===== src/rtl/max7219_pkg.sv =====
`default_nettype none
// ============================================================================
// Package : max7219_pkg
// Brief   : MAX7219 register map, sequencer state types, segment patterns.
// Rev     : 1.0  initial release
// ============================================================================
package max7219_pkg;

    localparam logic [7:0] REG_DIGIT0 = 8'h01;
    localparam logic [7:0] REG_DIGIT1 = 8'h02;
    localparam logic [7:0] REG_DIGIT2 = 8'h03;
    localparam logic [7:0] REG_DIGIT3 = 8'h04;
    localparam logic [7:0] REG_DIGIT4 = 8'h05;
    localparam logic [7:0] REG_DIGIT5 = 8'h06;
    localparam logic [7:0] REG_DIGIT6 = 8'h07;
    localparam logic [7:0] REG_DIGIT7 = 8'h08;
    localparam logic [7:0] REG_DECODE = 8'h09;
    localparam logic [7:0] REG_INTENS = 8'h0A;
    localparam logic [7:0] REG_SCAN   = 8'h0B;
    localparam logic [7:0] REG_SHUTDN = 8'h0C;
    localparam logic [7:0] REG_TEST   = 8'h0F;

    // Segment byte layout: bit7 DP, bits6..0 = A..G
    localparam logic [7:0] SEG_0     = 8'h7E;
    localparam logic [7:0] SEG_1     = 8'h30;
    localparam logic [7:0] SEG_2     = 8'h6D;
    localparam logic [7:0] SEG_3     = 8'h79;
    localparam logic [7:0] SEG_4     = 8'h33;
    localparam logic [7:0] SEG_5     = 8'h5B;
    localparam logic [7:0] SEG_6     = 8'h5F;
    localparam logic [7:0] SEG_7     = 8'h70;
    localparam logic [7:0] SEG_8     = 8'h7F;
    localparam logic [7:0] SEG_9     = 8'h7B;
    localparam logic [7:0] SEG_A     = 8'h77;
    localparam logic [7:0] SEG_B     = 8'h1F;
    localparam logic [7:0] SEG_C     = 8'h4E;
    localparam logic [7:0] SEG_D     = 8'h3D;
    localparam logic [7:0] SEG_E     = 8'h4F;
    localparam logic [7:0] SEG_F     = 8'h47;
    localparam logic [7:0] SEG_BLANK = 8'h00;
    localparam logic [7:0] SEG_DP    = 8'h80;

    localparam logic [2:0] INIT_LAST_IDX = 3'd4;

    typedef enum logic [2:0] {
        ST_PWRUP  = 3'd0,
        ST_INIT   = 3'd1,
        ST_IDLE   = 3'd2,
        ST_INTENS = 3'd3,
        ST_DIGITS = 3'd4
    } seq_state_t;

    typedef enum logic [1:0] {
        PH_ISSUE   = 2'd0,
        PH_WAIT_HI = 2'd1,
        PH_WAIT_LO = 2'd2
    } cmd_phase_t;

    // {addr, data} of the idx-th power-up command
    function automatic logic [15:0] init_cmd(input logic [2:0] idx, input logic [3:0] intensity);
        case (idx)
            3'd0:    return {REG_SHUTDN, 8'h01};
            3'd1:    return {REG_TEST,   8'h00};
            3'd2:    return {REG_DECODE, 8'h00};
            3'd3:    return {REG_SCAN,   8'h07};
            default: return {REG_INTENS, 4'h0, intensity};
        endcase
    endfunction

endpackage
`default_nettype wire


===== src/rtl/max7219_display_sched_if.sv =====
`default_nettype none
// ============================================================================
// Interface : max7219_display_sched_if
// Brief     : Command bus between the display sequencer and the SPI serializer.
// Rev       : 1.0  initial release
// ============================================================================
interface max7219_display_sched_if;
    logic [7:0] cmd_addr;
    logic [7:0] cmd_data;
    logic       cmd_start;
    logic       cmd_busy;

    modport master (output cmd_addr, output cmd_data, output cmd_start, input  cmd_busy);
    modport slave  (input  cmd_addr, input  cmd_data, input  cmd_start, output cmd_busy);
endinterface
`default_nettype wire


===== src/rtl/max7219_hex7seg.sv =====
`default_nettype none
// ============================================================================
// Module : max7219_hex7seg
// Brief  : Hex nibble to MAX7219 no-decode segment byte (DP bit left clear).
// Rev    : 1.0  initial release
// ============================================================================
module max7219_hex7seg
    import max7219_pkg::*;
(
    input  logic [3:0] nibble_i,
    output logic [7:0] seg_o
);

    always_comb begin
        seg_o = SEG_BLANK;
        case (nibble_i)
            4'h0: seg_o = SEG_0;
            4'h1: seg_o = SEG_1;
            4'h2: seg_o = SEG_2;
            4'h3: seg_o = SEG_3;
            4'h4: seg_o = SEG_4;
            4'h5: seg_o = SEG_5;
            4'h6: seg_o = SEG_6;
            4'h7: seg_o = SEG_7;
            4'h8: seg_o = SEG_8;
            4'h9: seg_o = SEG_9;
            4'hA: seg_o = SEG_A;
            4'hB: seg_o = SEG_B;
            4'hC: seg_o = SEG_C;
            4'hD: seg_o = SEG_D;
            4'hE: seg_o = SEG_E;
            4'hF: seg_o = SEG_F;
            default: seg_o = SEG_BLANK;
        endcase
    end

endmodule
`default_nettype wire


===== src/rtl/max7219_display_sched.sv =====
`default_nettype none
// ============================================================================
// Module : max7219_display_sched
// Brief  : MAX7219 command sequencer: power-up wait, init set, digit refresh,
//          intensity tracking. Optional periodic re-init: MAX7219_REINIT_EN.
// Rev    : 1.0  initial release
// ============================================================================
module max7219_display_sched
    import max7219_pkg::*;
#(
    parameter int unsigned PWRUP_CYCLES  = 12000,
    parameter int unsigned ACK_TIMEOUT   = 255
`ifdef MAX7219_REINIT_EN
    ,
    parameter int unsigned REINIT_CYCLES = 12000000
`endif
)
(
    input  logic        clk,
    input  logic        rst,
    input  logic [31:0] digits_i,
    input  logic [7:0]  dp_mask_i,
    input  logic [7:0]  blank_mask_i,
    input  logic [3:0]  intensity_i,
    input  logic        update_i,
    output logic        ready_o,
    output logic        init_done_o,
    output logic        ack_err_o,
    max7219_display_sched_if.master cmd
);

    localparam int PWR_W = (PWRUP_CYCLES > 0) ? $clog2(PWRUP_CYCLES + 1) : 1;
    localparam int TO_W  = (ACK_TIMEOUT  > 0) ? $clog2(ACK_TIMEOUT + 1)  : 1;

    seq_state_t       state_q,       state_d;
    cmd_phase_t       phase_q,       phase_d;
    logic [2:0]       idx_q,         idx_d;
    logic [PWR_W-1:0] pwr_cnt_q,     pwr_cnt_d;
    logic [TO_W-1:0]  to_cnt_q,      to_cnt_d;
    logic [31:0]      digits_q,      digits_d;
    logic [7:0]       dp_q,          dp_d;
    logic [7:0]       blank_q,       blank_d;
    logic [3:0]       intens_sent_q, intens_sent_d;
    logic             pend_q,        pend_d;
    logic             digits_req_q,  digits_req_d;
    logic             init_done_q,   init_done_d;
    logic             ack_err_q,     ack_err_d;
    logic [7:0]       addr_q,        addr_d;
    logic [7:0]       data_q,        data_d;
    logic             start_q,       start_d;

    logic             w_cmd_done;
    logic             w_reinit;
    logic [7:0]       w_cmd_addr;
    logic [7:0]       w_cmd_data;
    logic [3:0]       w_nibble;
    logic [7:0]       w_seg;
    logic [7:0]       w_digit_data;

`ifdef MAX7219_REINIT_EN
    localparam int RI_W = (REINIT_CYCLES > 1) ? $clog2(REINIT_CYCLES) : 1;

    logic [RI_W-1:0] ri_cnt_q;
    logic            ri_pend_q;

    // Request is set on counter wrap and consumed when IDLE launches the re-init
    always_ff @(posedge clk) begin
        if (rst) begin
            ri_cnt_q  <= '0;
            ri_pend_q <= 1'b0;
        end else begin
            if (state_q == ST_IDLE) begin
                ri_pend_q <= 1'b0;
            end
            if (ri_cnt_q == RI_W'(REINIT_CYCLES - 1)) begin
                ri_cnt_q  <= '0;
                ri_pend_q <= 1'b1;
            end else begin
                ri_cnt_q  <= ri_cnt_q + 1'b1;
            end
        end
    end

    assign w_reinit = ri_pend_q;
`else
    assign w_reinit = 1'b0;
`endif

    assign w_nibble = digits_q[{idx_q, 2'b00} +: 4];

    max7219_hex7seg u_hex7seg (
        .nibble_i (w_nibble),
        .seg_o    (w_seg)
    );

    assign w_digit_data = (blank_q[idx_q] ? SEG_BLANK : w_seg) | (dp_q[idx_q] ? SEG_DP : 8'h00);

    always_comb begin
        w_cmd_addr = REG_DIGIT0 + {5'd0, idx_q};
        w_cmd_data = w_digit_data;
        case (state_q)
            ST_INIT:   {w_cmd_addr, w_cmd_data} = init_cmd(idx_q, intensity_i);
            ST_INTENS: {w_cmd_addr, w_cmd_data} = {REG_INTENS, 4'h0, intensity_i};
            default:   ;
        endcase
    end

    always_comb begin
        state_d       = state_q;
        phase_d       = phase_q;
        idx_d         = idx_q;
        pwr_cnt_d     = pwr_cnt_q;
        to_cnt_d      = to_cnt_q;
        digits_d      = digits_q;
        dp_d          = dp_q;
        blank_d       = blank_q;
        intens_sent_d = intens_sent_q;
        pend_d        = pend_q;
        digits_req_d  = digits_req_q;
        init_done_d   = init_done_q;
        ack_err_d     = ack_err_q;
        addr_d        = addr_q;
        data_d        = data_q;
        start_d       = 1'b0;
        w_cmd_done    = 1'b0;

        if (update_i && (state_q != ST_IDLE)) begin
            pend_d = 1'b1;
        end

        if (state_q inside {ST_INIT, ST_INTENS, ST_DIGITS}) begin
            case (phase_q)
                PH_ISSUE: begin
                    if (!cmd.cmd_busy) begin
                        start_d  = 1'b1;
                        addr_d   = w_cmd_addr;
                        data_d   = w_cmd_data;
                        to_cnt_d = '0;
                        phase_d  = PH_WAIT_HI;
                        if (w_cmd_addr == REG_INTENS) begin
                            intens_sent_d = w_cmd_data[3:0];
                        end
                    end
                end
                PH_WAIT_HI: begin
                    if (cmd.cmd_busy) begin
                        phase_d = PH_WAIT_LO;
                    end else if (to_cnt_q >= TO_W'(ACK_TIMEOUT)) begin
                        // Serializer never acknowledged: flag it and move on
                        ack_err_d  = 1'b1;
                        w_cmd_done = 1'b1;
                    end else begin
                        to_cnt_d = to_cnt_q + 1'b1;
                    end
                end
                PH_WAIT_LO: begin
                    if (!cmd.cmd_busy) begin
                        w_cmd_done = 1'b1;
                    end
                end
                default: phase_d = PH_ISSUE;
            endcase
            if (w_cmd_done) begin
                phase_d = PH_ISSUE;
            end
        end

        case (state_q)
            ST_PWRUP: begin
                if (pwr_cnt_q == PWR_W'(PWRUP_CYCLES)) begin
                    state_d = ST_INIT;
                    idx_d   = '0;
                    phase_d = PH_ISSUE;
                end else begin
                    pwr_cnt_d = pwr_cnt_q + 1'b1;
                end
            end
            ST_INIT: begin
                if (w_cmd_done) begin
                    if (idx_q == INIT_LAST_IDX) begin
                        state_d  = ST_DIGITS;
                        idx_d    = '0;
                        digits_d = digits_i;
                        dp_d     = dp_mask_i;
                        blank_d  = blank_mask_i;
                    end else begin
                        idx_d = idx_q + 1'b1;
                    end
                end
            end
            ST_DIGITS: begin
                if (w_cmd_done) begin
                    if (idx_q == 3'd7) begin
                        state_d     = ST_IDLE;
                        init_done_d = 1'b1;
                    end else begin
                        idx_d = idx_q + 1'b1;
                    end
                end
            end
            ST_INTENS: begin
                if (w_cmd_done) begin
                    idx_d = '0;
                    if (digits_req_q) begin
                        state_d      = ST_DIGITS;
                        digits_req_d = 1'b0;
                    end else begin
                        state_d = ST_IDLE;
                    end
                end
            end
            ST_IDLE: begin
                idx_d   = '0;
                phase_d = PH_ISSUE;
                if (w_reinit) begin
                    state_d = ST_INIT;
                    if (update_i) begin
                        pend_d = 1'b1;
                    end
                end else if (pend_q || update_i) begin
                    digits_d = digits_i;
                    dp_d     = dp_mask_i;
                    blank_d  = blank_mask_i;
                    pend_d   = 1'b0;
                    if (intensity_i != intens_sent_q) begin
                        state_d      = ST_INTENS;
                        digits_req_d = 1'b1;
                    end else begin
                        state_d = ST_DIGITS;
                    end
                end else if (intensity_i != intens_sent_q) begin
                    state_d      = ST_INTENS;
                    digits_req_d = 1'b0;
                end
            end
            default: state_d = ST_PWRUP;
        endcase
    end

    always_ff @(posedge clk) begin
        if (rst) begin
            state_q       <= ST_PWRUP;
            phase_q       <= PH_ISSUE;
            idx_q         <= '0;
            pwr_cnt_q     <= '0;
            to_cnt_q      <= '0;
            digits_q      <= '0;
            dp_q          <= '0;
            blank_q       <= '0;
            intens_sent_q <= '0;
            pend_q        <= 1'b0;
            digits_req_q  <= 1'b0;
            init_done_q   <= 1'b0;
            ack_err_q     <= 1'b0;
            addr_q        <= '0;
            data_q        <= '0;
            start_q       <= 1'b0;
        end else begin
            state_q       <= state_d;
            phase_q       <= phase_d;
            idx_q         <= idx_d;
            pwr_cnt_q     <= pwr_cnt_d;
            to_cnt_q      <= to_cnt_d;
            digits_q      <= digits_d;
            dp_q          <= dp_d;
            blank_q       <= blank_d;
            intens_sent_q <= intens_sent_d;
            pend_q        <= pend_d;
            digits_req_q  <= digits_req_d;
            init_done_q   <= init_done_d;
            ack_err_q     <= ack_err_d;
            addr_q        <= addr_d;
            data_q        <= data_d;
            start_q       <= start_d;
        end
    end

    assign ready_o       = (state_q == ST_IDLE);
    assign init_done_o   = init_done_q;
    assign ack_err_o     = ack_err_q;
    assign cmd.cmd_addr  = addr_q;
    assign cmd.cmd_data  = data_q;
    assign cmd.cmd_start = start_q;

endmodule
`default_nettype wire


===== src/flat_wrapper.sv =====
// flat-port wrapper written by rule: the top's interface ports become plain ports
module max7219_display_sched_flat import max7219_pkg::*;
#(
    parameter int unsigned PWRUP_CYCLES  = 12000,
    parameter int unsigned ACK_TIMEOUT   = 255

)
  (clk, rst, digits_i, dp_mask_i, blank_mask_i, intensity_i, update_i, ready_o, init_done_o, ack_err_o, cmd_cmd_addr, cmd_cmd_data, cmd_cmd_start, cmd_cmd_busy);
  max7219_display_sched_if cmd_i ();
  input  logic clk;
  input  logic rst;
  input  logic [31:0] digits_i;
  input  logic [7:0] dp_mask_i;
  input  logic [7:0] blank_mask_i;
  input  logic [3:0] intensity_i;
  input  logic update_i;
  output logic ready_o;
  output logic init_done_o;
  output logic ack_err_o;
  output wire logic [$bits(cmd_i.cmd_addr)-1:0] cmd_cmd_addr;
  output wire logic [$bits(cmd_i.cmd_data)-1:0] cmd_cmd_data;
  output wire logic [$bits(cmd_i.cmd_start)-1:0] cmd_cmd_start;
  input wire logic [$bits(cmd_i.cmd_busy)-1:0] cmd_cmd_busy;
  assign cmd_cmd_addr = cmd_i.cmd_addr;
  assign cmd_cmd_data = cmd_i.cmd_data;
  assign cmd_cmd_start = cmd_i.cmd_start;
  assign cmd_i.cmd_busy = cmd_cmd_busy;
  max7219_display_sched #(.PWRUP_CYCLES(PWRUP_CYCLES), .ACK_TIMEOUT(ACK_TIMEOUT)) u_core (.clk(clk), .rst(rst), .digits_i(digits_i), .dp_mask_i(dp_mask_i), .blank_mask_i(blank_mask_i), .intensity_i(intensity_i), .update_i(update_i), .ready_o(ready_o), .init_done_o(init_done_o), .ack_err_o(ack_err_o), .cmd(cmd_i));
endmodule

===== config.mk =====
export PLATFORM = sky130hd
export DESIGN_NAME = max7219_display_sched_flat
export DESIGN_NICKNAME = d
export VERILOG_FILES = /design/src/rtl/max7219_pkg.sv /design/src/rtl/max7219_display_sched_if.sv /design/src/rtl/max7219_hex7seg.sv /design/src/rtl/max7219_display_sched.sv /design/src/flat_wrapper.sv
export SDC_FILE = /design/constraint.sdc
export NUM_CORES = 1
export LEC_CHECK = 0
export ABC_AREA = 1
export CORE_ASPECT_RATIO = 0.6
export CORE_MARGIN = 10
export CORE_UTILIZATION = 50
export CTS_BUF_LIST = sky130_fd_sc_hd__clkbuf_8
export DETAILED_ROUTE_END_ITERATION = 10
export HOLD_SLACK_MARGIN = 0.02
export PLACE_DENSITY = 0.85
export RECOVER_POWER = 50
export REMOVE_ABC_BUFFERS = 1
export SYNTH_ARGS = -nofsm -noshare
export SYNTH_HDL_FRONTEND = slang
export SYNTH_SLANG_ARGS = --single-unit

===== constraint.sdc =====
create_clock -name clk -period 3.6 [get_ports clk]
set_clock_uncertainty 0.05 [all_clocks]
set_input_delay 0.54 -clock clk [delete_from_list [all_inputs] [get_ports clk]]
set_output_delay 0.54 -clock clk [all_outputs]
set_load 0.1 [all_outputs]

==> flow_summary.ini <==
[worst_setup_path]
cp_cell_sequence = nor2_1, inv_1, nand2_2, nand3_1, inv_1, nand2_1, nor2_1, nand2_1, a21oi_1
worstSetupPathType = flip-flop to flip-flop
crit_fanout = 17
setup.worst_path.end_class = flip-flop
reg2regPathDepth = 9
r2r-start = u_core.state_q[2]
worst_path_max_delay_cell = inv_1
critPathRequiredTime_ns = 3.87
start_kind = flip-flop
reg2reg_to = u_core.cmd.cmd_data[5]
crit_arrival_ns = 3.06
crit_path_max_incr_delay_ns = 0.58
rrSetupSlack_ns = 0.81

[global_route]
grt_max_degree = 97
grt_antenna_before_repair = 0
grt_pass1_vias = 4762
grt_overflow = 0
track_usage_pct = 16.76
grt_first_pass_wirelength_um = 22580

[finish]
nFillCells = 1030
stdcell_count = 1024
area_growth_pct = 15.34
drive_above_1_share_pct = 3.616
multi_input_comb_area_um2 = 3062
regArea_um2 = 1982
nets = 954
n_antenna_cell = 0

[drt]
wl_met1_um = 6732
drcViolationCount = 0
route.met3.wl_um = 1269
viasPerCell = 5.240
ant_nets = 0
totalWireLength_um = 13410
vias = 5366
top_layer = met4
wl_per_cell_um = 13.09
drt_iter0_drc = 454
route.met2.wl_um = 5283
drt_pass1_iterations = 5

[cts]
clk_root_buffer_cell = clkbuf_8
cts_buffers = 9
ctsHoldBuffers = 0
ctsLongestPathBuffers = 2
clock_sinks = 99
tritoncts = built
cts_setup_buffers = 0
htreeDepth = 3
insertion_delay_ns = 0.39
clk_pin_slew_ns = 0.10
cts_resized = 0

[worst_hold_path]
hp-start = u_core.cmd.cmd_data[5]
holdPathStages = 2
hold_end = u_core.cmd.cmd_data[5]
hold_class = flip-flop to flip-flop

[logic_synthesis]
synthArstFlopShare_pct = 0
syn_area_um2 = 5597
synth_cell_types = 40
synth_top_flop_cell = dfxtp_1
syn_avg_cell_area_um2 = 6.719
synth_edf_count = 0
seq_area_frac_synth_pct = 35.41
postSynthRegisterBits = 99
syn_inst = 833
yosysTopAreaCell = dfxtp_1
ys_top_cells_by_area = dfxtp_1, nand2_1, nor2_1, a21oi_1, nand3b_1
synth_warnings = 0
netlist.area_leader.share_pct = 35.41

[sta]
fin_ws_ns = 0.8121
setup_viol = 0
period_minus_slack_ns = 2.788
fmax_mhz = 358.7
hold_viol_final = 0
final.period_utilization_pct = 77.44
slew_headroom_pct = 19.82
tightest_slew_ns = 1.203
finalMaxSlewViolations = 0
rsz0062_at_grt = no

[pwr]
ir_worst_vdd_uv = 432.0
p_leak_nw = 2.668
powerDensity_nw_per_um2 = 646.4

[die]
rows = 29
io_pins = 76
core_um2 = 10740
dieWidth_um = 156.6
die_h_um = 102.0
dieArea_um2 = 15960
start_util_pct = 52.11

[placed_design]
place_ws_ns = 1.061
port_buffers = 71
dp_cells = 1008
gp_congestion = 0.9226
post-dp-hpwl_um = 9509

[outcome]
status = completed

[job]
drv_cap = 0
==> cells in the mapped netlist (all sizes together) (3+ instances only) <==
library cell	number
nand4	8
xor2	12
dfxtp	99
nor3	12
ha	18
o211ai	3
a21oi	77
clkbuf	17
nand3	62
buf	28
nand2	182
o22ai	3
nand3b	48
o21ai	39
nor3b	3
nor2	129
inv	75
==> metrics by stage <==
stage	util (%)	hold WS (ns)	cell area, µm²	setup TNS, ns	power [W]
final	60.10	0.4262	6455	0	0.004172
after global routing	60.10	0.4402	6455	0	0.004519
after CTS	60.44	0.4248	6491	0	0.004201
after detailed placement	58.75	0.4091	6310	0	0.003512
after global placement	58.75	0.4004	6310	0	0.003485
after floorplan	-	0.3831	5360	-0.2974	0.002979
==> sequential cells by signal, summed over array words and instances (netlist names), 2 cells and up <==
register,flops
u_core.to_cnt_q,8
u_core.dp_q,8
u_core.intens_sent_q,4
u_core.cmd.cmd_data,8
u_core.pwr_cnt_q,14
u_core.blank_q,8
u_core.phase_q,2
u_core.idx_q,3
u_core.state_q,3
u_core.digits_q,32
u_core.cmd.cmd_addr,4
==> layer usage <==
| layer | vias up | global-route usage, % |
|---|---|---|
| li1 | 2788 | - |
| met1 | 2377 | 23.74 |
| met2 | 188 | 23.95 |
| met3 | 13 | 5.201 |
| met4 | 0 | 4.477 |
| met5 | - | 0 |
==> worst max path at each step <==
stage | to | start | slack, ns | cells after the start
2_1_floorplan | u_core.state_q[0] | u_core.idx_q[0] | -0.10 | 10
3_3_place_gp | u_core.to_cnt_q[2] | rst | 1.14 | 6
3_5_place_dp | u_core.to_cnt_q[2] | rst | 1.06 | 6
4_1_cts | cmd_cmd_data[7] | u_core.cmd.cmd_data[7] | 1.06 | 1
5_1_grt | u_core.cmd.cmd_data[5] | u_core.state_q[2] | 0.49 | 9
6_report | u_core.cmd.cmd_data[5] | u_core.state_q[2] | 0.81 | 9
==> where the power goes <==
part	switching [W]	internal, W	total (W)
registers	0.000135	0.00131	0.00145
clock network	0.000415	0.000262	0.000677
logic	0.00145	0.000603	0.00205
total	0.00200	0.00218	0.00417
==> critical path: cells and delay by family, from the launching register on <==
kind                   cells  cell delay (ns)
AOI/OAI and AO/OA          1             0.12
buffers and inverters      2             0.85
and+or+nand+nor            6             1.31
DFF                        1             0.38
==> layout make-up <==
| type | instances | share of cell area, % |
|---|---|---|
| timing repair buffer | 78 | 11.88 |
| sequential | 99 | 30.70 |
| multi-input combinational | 615 | 47.43 |
| tap | 139 | 2.694 |
| clock inverter | 7 | 0.8916 |
| inverter | 77 | 4.478 |
| clock buffer | 9 | 1.919 |
==> cells in the final DEF, fill, tap and decap left out, drive strengths merged, types with 3 or more instances in the layout <==
cell	count
nand2	182
nor2	129
dfxtp	99
inv	79
a21oi	77
nand3	62
clkdlybuf4s50	61
nand3b	48
o21ai	39
ha	18
xor2	12
nor3	12
clkbuf	11
dlygate4sd3	9
nand4	8
buf	6
conb	4
o211ai	3
o22ai	3
nor3b	3
clkinv	3
==> logic make-up (layout without fill, tap and decap cells) <==
kind of cell / after synthesis / after routing / synth area share (%)
flip-flops: 99 / 99 / 35.41
XOR/XNOR: 14 / 14 / 2.191
AND/OR/NAND/NOR: 448 / 448 / 36.17
buffers and inverters: 122 / 171 / 9.591
adder cells (fa/ha/maj): 18 / 18 / 4.024
other: 1 / 4 / 0.06700
AO/OA/AOI/OAI: 131 / 131 / 12.54
Power figures use the tool's default switching activity.
